**config.mk**
```make
export PLATFORM = sky130hd
export DESIGN_NAME = mem_access_unit
export DESIGN_NICKNAME = d
export VERILOG_FILES = /design/src/rtl/mau_pkg.sv /design/src/rtl/mau_lane_align.sv /design/src/rtl/mem_access_unit.sv
export SDC_FILE = /design/constraint.sdc
export NUM_CORES = 1
export LEC_CHECK = 0
export BUFFER_PORTS_ARGS = -buffer_cell sky130_fd_sc_hd__buf_2
export CORE_ASPECT_RATIO = 0.75
export CORE_MARGIN = 1.5
export CORE_UTILIZATION = 52
export DETAILED_ROUTE_END_ITERATION = 16
export PLACE_DENSITY = 0.94
export SLEW_MARGIN = 20
export SYNTH_ARGS = -nofsm -noshare
export SYNTH_HDL_FRONTEND = slang
export SYNTH_SLANG_ARGS = --single-unit
```
**constraint.sdc**
```tcl
create_clock -name clk -period 3.5 [get_ports clk]
set_clock_uncertainty 0.1 [all_clocks]
set_input_delay 0.7 -clock clk [delete_from_list [all_inputs] [get_ports clk]]
set_output_delay 0.7 -clock clk [all_outputs]
set_load 0.02 [all_outputs]
```
**src/rtl/mau_pkg.sv**
```systemverilog
// mau_pkg: shared FSM state, op and size encodings for mem_access_unit.
// No ports; imported by mem_access_unit and mau_lane_align.
package mau_pkg;
    typedef enum logic [1:0] {IDLE, REQ, WB} state_t;
    localparam logic [1:0] OP_ALU   = 2'b00;
    localparam logic [1:0] OP_LOAD  = 2'b01;
    localparam logic [1:0] OP_STORE = 2'b10;
    localparam logic [1:0] SZ_BYTE  = 2'b00;
    localparam logic [1:0] SZ_HALF  = 2'b01;
    localparam logic [1:0] SZ_WORD  = 2'b10;
endpackage

```
**src/rtl/mau_lane_align.sv**
```systemverilog
// mau_lane_align: combinational lane logic for mem_access_unit.
// Ports: size/addr_lo select access width and lane; misalign flags an illegal
// alignment; be/wdata are the byte enables and lane-replicated store data;
// rdata/unsigned_ld produce the extracted, extended load_data.
module mau_lane_align
    import mau_pkg::*;
(
    input  logic [1:0]  size,
    input  logic [1:0]  addr_lo,
    input  logic        unsigned_ld,
    input  logic [31:0] store_data,
    input  logic [31:0] rdata,
    output logic        misalign,
    output logic [3:0]  be,
    output logic [31:0] wdata,
    output logic [31:0] load_data
);
    logic [7:0]  lb;
    logic [15:0] lh;
    always_comb begin
        misalign = size == SZ_BYTE ? 1'b0 : size == SZ_HALF ? addr_lo[0] : |addr_lo;
        be = size == SZ_BYTE ? 4'b0001 << addr_lo : size == SZ_HALF ? 4'b0011 << addr_lo : 4'b1111;
        wdata = size == SZ_BYTE ? {4{store_data[7:0]}} : size == SZ_HALF ? {2{store_data[15:0]}} : store_data;
        lb = rdata[{addr_lo, 3'b000} +: 8];
        lh = rdata[{addr_lo[1], 4'b0000} +: 16];
        load_data = size == SZ_BYTE ? {{24{~unsigned_ld & lb[7]}}, lb}
                  : size == SZ_HALF ? {{16{~unsigned_ld & lh[15]}}, lh} : rdata;
    end
endmodule

```
**src/rtl/mem_access_unit.sv**
```systemverilog
// mem_access_unit: memory-access/writeback stage between ALU and register bank.
// Ports: start/op/size/unsigned_ld/alu_result/store_data/dest_in take one
// instruction while ready; mem_req/mem_we/mem_addr/mem_be/mem_wdata and
// mem_rdata/mem_ack form the data-memory req/ack handshake; write_data,
// destination, write and WMFC drive the register bank in the WB cycle;
// err_misalign/err_timeout are one-cycle error pulses.
// Optional macro MAU_TIMEOUT_EN aborts a request after TIMEOUT_CYCLES REQ cycles.
module mem_access_unit
    import mau_pkg::*;
#(
    parameter int unsigned TIMEOUT_CYCLES = 255
) (
    input  logic        clk,
    input  logic        reset,
    input  logic        start,
    input  logic [1:0]  op,
    input  logic [1:0]  size,
    input  logic        unsigned_ld,
    input  logic [31:0] alu_result,
    input  logic [31:0] store_data,
    input  logic [3:0]  dest_in,
    output logic        ready,
    output logic        mem_req,
    output logic        mem_we,
    output logic [29:0] mem_addr,
    output logic [3:0]  mem_be,
    output logic [31:0] mem_wdata,
    input  logic [31:0] mem_rdata,
    input  logic        mem_ack,
    output logic [31:0] write_data,
    output logic [3:0]  destination,
    output logic        write,
    output logic        WMFC,
    output logic        err_misalign,
    output logic        err_timeout
);
    state_t      state, state_n;
    logic [1:0]  op_q, size_q;
    logic        uns_q;
    logic [31:0] addr_q, sd_q;
    logic [3:0]  dest_q;
    logic [1:0]  a_size, a_lo;
    logic        misalign, is_mem, alu_go, mem_go, ack_ok, tmo;
    logic [3:0]  be;
    logic [31:0] wdata, load_data;

    // In IDLE the aligner sees live inputs for the misalign check; afterwards the latched copy.
    assign a_size = state == IDLE ? size : size_q;
    assign a_lo   = state == IDLE ? alu_result[1:0] : addr_q[1:0];

    mau_lane_align u_align (
        .size       (a_size),
        .addr_lo    (a_lo),
        .unsigned_ld(uns_q),
        .store_data (sd_q),
        .rdata      (mem_rdata),
        .misalign   (misalign),
        .be         (be),
        .wdata      (wdata),
        .load_data  (load_data)
    );

    always_comb begin
        is_mem = op == OP_LOAD || op == OP_STORE;
        alu_go = state == IDLE && start && !is_mem;
        mem_go = state == IDLE && start && is_mem && !misalign;
        ack_ok = state == REQ && mem_ack;
        state_n = alu_go ? WB : mem_go ? REQ : ack_ok ? WB : (tmo || state == WB) ? IDLE : state;
    end

    always_ff @(posedge clk)
        state <= reset ? IDLE : state_n;

    always_ff @(posedge clk) begin
        if (reset) begin
            op_q         <= '0;
            size_q       <= '0;
            uns_q        <= 1'b0;
            addr_q       <= '0;
            sd_q         <= '0;
            dest_q       <= '0;
            write_data   <= '0;
            destination  <= '0;
            write        <= 1'b0;
            err_misalign <= 1'b0;
        end else begin
            if (state == IDLE && start) begin
                op_q   <= op;
                size_q <= size;
                uns_q  <= unsigned_ld;
                addr_q <= alu_result;
                sd_q   <= store_data;
                dest_q <= dest_in;
            end
            // Register-bank outputs are loaded only on the edge entering WB, so they read 0 elsewhere.
            write_data   <= alu_go ? alu_result : (ack_ok && op_q == OP_LOAD) ? load_data : '0;
            destination  <= alu_go ? dest_in : ack_ok ? dest_q : '0;
            write        <= alu_go || (ack_ok && op_q == OP_LOAD);
            err_misalign <= state == IDLE && start && is_mem && misalign;
        end
    end

`ifdef MAU_TIMEOUT_EN
    logic [15:0] tmo_cnt;
    // Ack on the limit edge takes priority through ack_ok in the next-state chain.
    assign tmo = state == REQ && tmo_cnt == 16'(TIMEOUT_CYCLES - 1);
    always_ff @(posedge clk) begin
        if (reset) begin
            tmo_cnt     <= '0;
            err_timeout <= 1'b0;
        end else begin
            tmo_cnt     <= state == REQ ? tmo_cnt + 16'd1 : '0;
            err_timeout <= tmo && !mem_ack;
        end
    end
`else
    logic unused_tmo;
    assign unused_tmo  = |TIMEOUT_CYCLES;
    assign tmo         = 1'b0;
    assign err_timeout = 1'b0;
`endif

    assign ready     = state == IDLE;
    assign mem_req   = state == REQ;
    assign mem_we    = mem_req && op_q == OP_STORE;
    assign mem_addr  = mem_req ? addr_q[31:2] : '0;
    assign mem_be    = mem_req ? be : '0;
    assign mem_wdata = mem_we ? wdata : '0;
    assign WMFC      = state == WB;
endmodule

```
==> metrics.md <==
| Metric | Value |
|---|---|
| Mapped cell area | around 5300 µm² |
| Status | complete, no violations |
| Post-synth EDFFs | 0 |
| Critical-path top delay cell | mux2_2 |
| CTS tree | done |
| Layout area overhead | 32.89% |
| Worst Setup Start Kind | flop |
| Vias per std cell | 5.750 |
| Max_slew headroom | 43.85% |
| Synth top area cells | dfxtp_1, nand2_1, a21oi_1 |
| Ys flop type | dfxtp_1 |
| Largest net degree at the start of global routing | 52 |
| GR peak layer | met2 |
| RSZ-0062 raised after global routing | no |
| Starting DRT DRC Count | 746 |
| Setup crit end kind | output pin |
| Die W | about 120 µm |
| Max Clock Freq | 298.2 MHz |
| Most area-hungry cell type in the Yosys netlist | dfxtp_1 |
| Grt met3 use | around 8% |
| Worst Tran Pin Value | 0.8260 ns |
| Synthesized flop and latch total | 113 |
| Required @ worst endpoint | about 2.7 ns |
| Die area | roughly 11000 µm² |
| Initial antenna violation count | 1 |
| GR Overflow Total | 0 |
| Setup Buffers After CTS | 0 |
| Die Y | ~90 µm |
| Synth Instances | 672 |
| Clock network power share | 45.1% |
| PortBufs | 216 |
| Syn Nets | slightly below 800 |
| Internal power | 2.892 mW |
| Final net count | between 900 and 1000 |
| Global-route wire length before repair | around 27 mm |
| Clock Sinks | between 100 and 150 |
| Fillcell total | about 800 |
| Critical setup path kind | flop to output pin |
| Total wire length | roughly 18 mm |
| Met1 usage in global routing | approximately 44% |
| Final setup vio count | 0 |
| IO Pins | approximately 220 |
| H-tree depth | 4 |
| Max Root-Sink Buffers | 2 |
| Initial Util | 54.08% |
| Seq/Total Area, Yosys | 42.97% |
| DRC errors left | 0 |
| Vias | approximately 5800 |
| Sw frac | between 20% and 30% |
| Final instance count without filler cells | between 1000 and 1500 |
| Sw Pwr | 1.170 mW |
| Average size of a mapped cell | ~7.8 µm² |
| Register share of total power | 35.7% |
| CP Cell Sequence | or2_4, inv_4, mux2_2, nor2_2, nand2_1, a21oi_1, buf_2 |
| Post-DP HPWL | ~12 mm |
| Most frequent cells in the layout | buf_2, nand2_1, a21oi_1, dfxtp_1, and2_1 |
| Root Driver | clkbuf_16 |
| Max-capacitance violation count | 0 |
| Vias in the first global route | roughly 5000 |
| CP arrival | 2.55 ns |
| TNS Setup | 0 ns |
| Final Cycle Share | ~96% |
| Met2 Usage GRT | 49.52% |
| Max incr delay on CP | ~0.48 ns |
| Logic pwr share | 19.2% |
| Fin. max-slew vios | 0 |
| Clock buffer count from CTS | 17 |
| Synth async-reset ratio | 0% |
| DP Cell Count | roughly 1000 |
| TritonRoute pass-1 iters | 5 |
| Final hold violations | 0 |
| Crit-path max FO | 13 |
| Fin Hold WS | around 0.35 ns |
| Post-layout min period | approximately 3.4 ns |
| Clk_lat worst skew | 0.41 ns |
| GR Util All Layers | 32.21% |
| Clock Pin Slew Worst Setup and Hold Paths | 0.05 ns |
| P_leak | between 3 and 4 nW |
| Peak VDD IR | 0.4695 mV |
| Most common cell after layout, fill and taps aside | buf_2 |
| Row count | 31 |
| PnR Total Power | slightly above 4 mW |
| Share of cells above drive strength 1 | 31.55% |
| YS warnings | 0 |
| Synth cell types | 52 |
| Top cell type's share of synthesized area | between 40% and 50% |
| GPL Wtd Cong | a little under 1 |
| Worst Hold Class | flop to flop |
| PD cells | roughly 580 nW/µm² |
| Final antenna-violating net count | 0 |
| Per-cell routed wire length | roughly 18 µm |
| Core area | 9736 µm² |
-- power by group through the flow --
stage / sequential, mW / clock (mW) / combinational, mW
2_1_floorplan: 1.47 / 0 / 0.507
3_3_place_gp: 1.47 / 0 / 0.741
3_5_place_dp: 1.47 / 0 / 0.757
4_1_cts: 1.45 / 1.84 / 0.763
5_1_grt: 1.46 / 1.90 / 0.844
6_report: 1.45 / 1.83 / 0.781
-- cell type report --
class / instances / area [µm²] / area share, %
diodes: 1 / 2.502 / 0.03577
clock buffers: 21 / 470.5 / 6.724
clock inverters: 10 / 157.7 / 2.253
inverters: 5 / 21.27 / 0.3040
multi-input cells: 504 / 2766 / 39.54
flip-flops and latches: 113 / 2262 / 32.33
well taps: 132 / 165.2 / 2.361
repair buffers: 225 / 1151 / 16.45
-- repair_timing --
item	in CTS	in global routing
setup endpoints to repair	0	9
resized for setup	0	1
hold buffers	0	0
hold endpoints to repair	0	0
-- critical path: cells and delay by family, from the launching register on --
kind | cells | cell delay (ns)
compound gates | 1 | 0.16
mux | 1 | 0.48
flops | 1 | 0.44
simple gates | 3 | 0.76
buf+inv | 2 | 0.30
-- stage by stage --
stage          worst slack [ns]  utilization (%)  area, µm²
6_report                 0.1471            71.87       6997
3_3_place_gp             0.6106            65.20       6347
2_1_floorplan            0.7030                -       5265
4_1_cts                 0.07789            71.65       6975
5_1_grt                 0.02318            71.84       6994
3_5_place_dp             0.5158            65.20       6347
-- cell usage after synthesis (2+ instances only) --
library cell  number
nand2_1          190
a21oi_1          115
dfxtp_1          113
and2_1            39
clkbuf_1          34
nor2_1            23
a22oi_1           17
mux2i_1           15
o21ai_1           11
a211oi_1           9
nand3_1            9
a32o_1             8
o221ai_1           8
o22a_1             8
a22o_1             7
buf_2              6
o21ai_0            5
a32oi_1            4
buf_1              4
buf_4              4
buf_6              3
inv_1              3
and3_1             2
nand4_1            2
nor2_2             2
nor2b_1            2
nor3b_4            2
nor4_1             2
or3b_4             2
-- final timing paths --
| kind | from | to | slack [ns] | cells past startpoint |
|---|---|---|---|---|
| setup / recovery | state[1] | mem_wdata[8] | 0.15 | 7 |
| hold / removal | addr_q[14] | addr_q[14] | 0.35 | 2 |
| setup reg to reg | state[1] | write_data[22] | 0.85 | 6 |
| hold reg to reg | addr_q[14] | addr_q[14] | 0.35 | 2 |
-- registers in the layout (all words and copies together) (netlist names) --
name / count
addr_q: 32
dest_q: 4
destination: 4
err_misalign: 1
op_q: 2
sd_q: 32
size_q: 2
state: 2
uns_q: 1
write: 1
write_data: 32
-- per-layer routing --
metal	wire length, µm	part of all wire [%]
met1	7325	41
met2	7930	45
met3	2050	12
met4	391	2.2
met5	12	0.068
-- kinds of logic after synthesis --
logic type	count (synthesis)	share of synthesized area, %
buffers and inverters	56	4.895
DFF	113	42.97
other	1	0.07122
and+or+nand+nor	284	24.48
AOI/OAI and AO/OA	199	23.65
xor gates and xnor gates	1	0.1664
muxes	18	3.778
No activity file was read; power rests on OpenSTA's default activity.
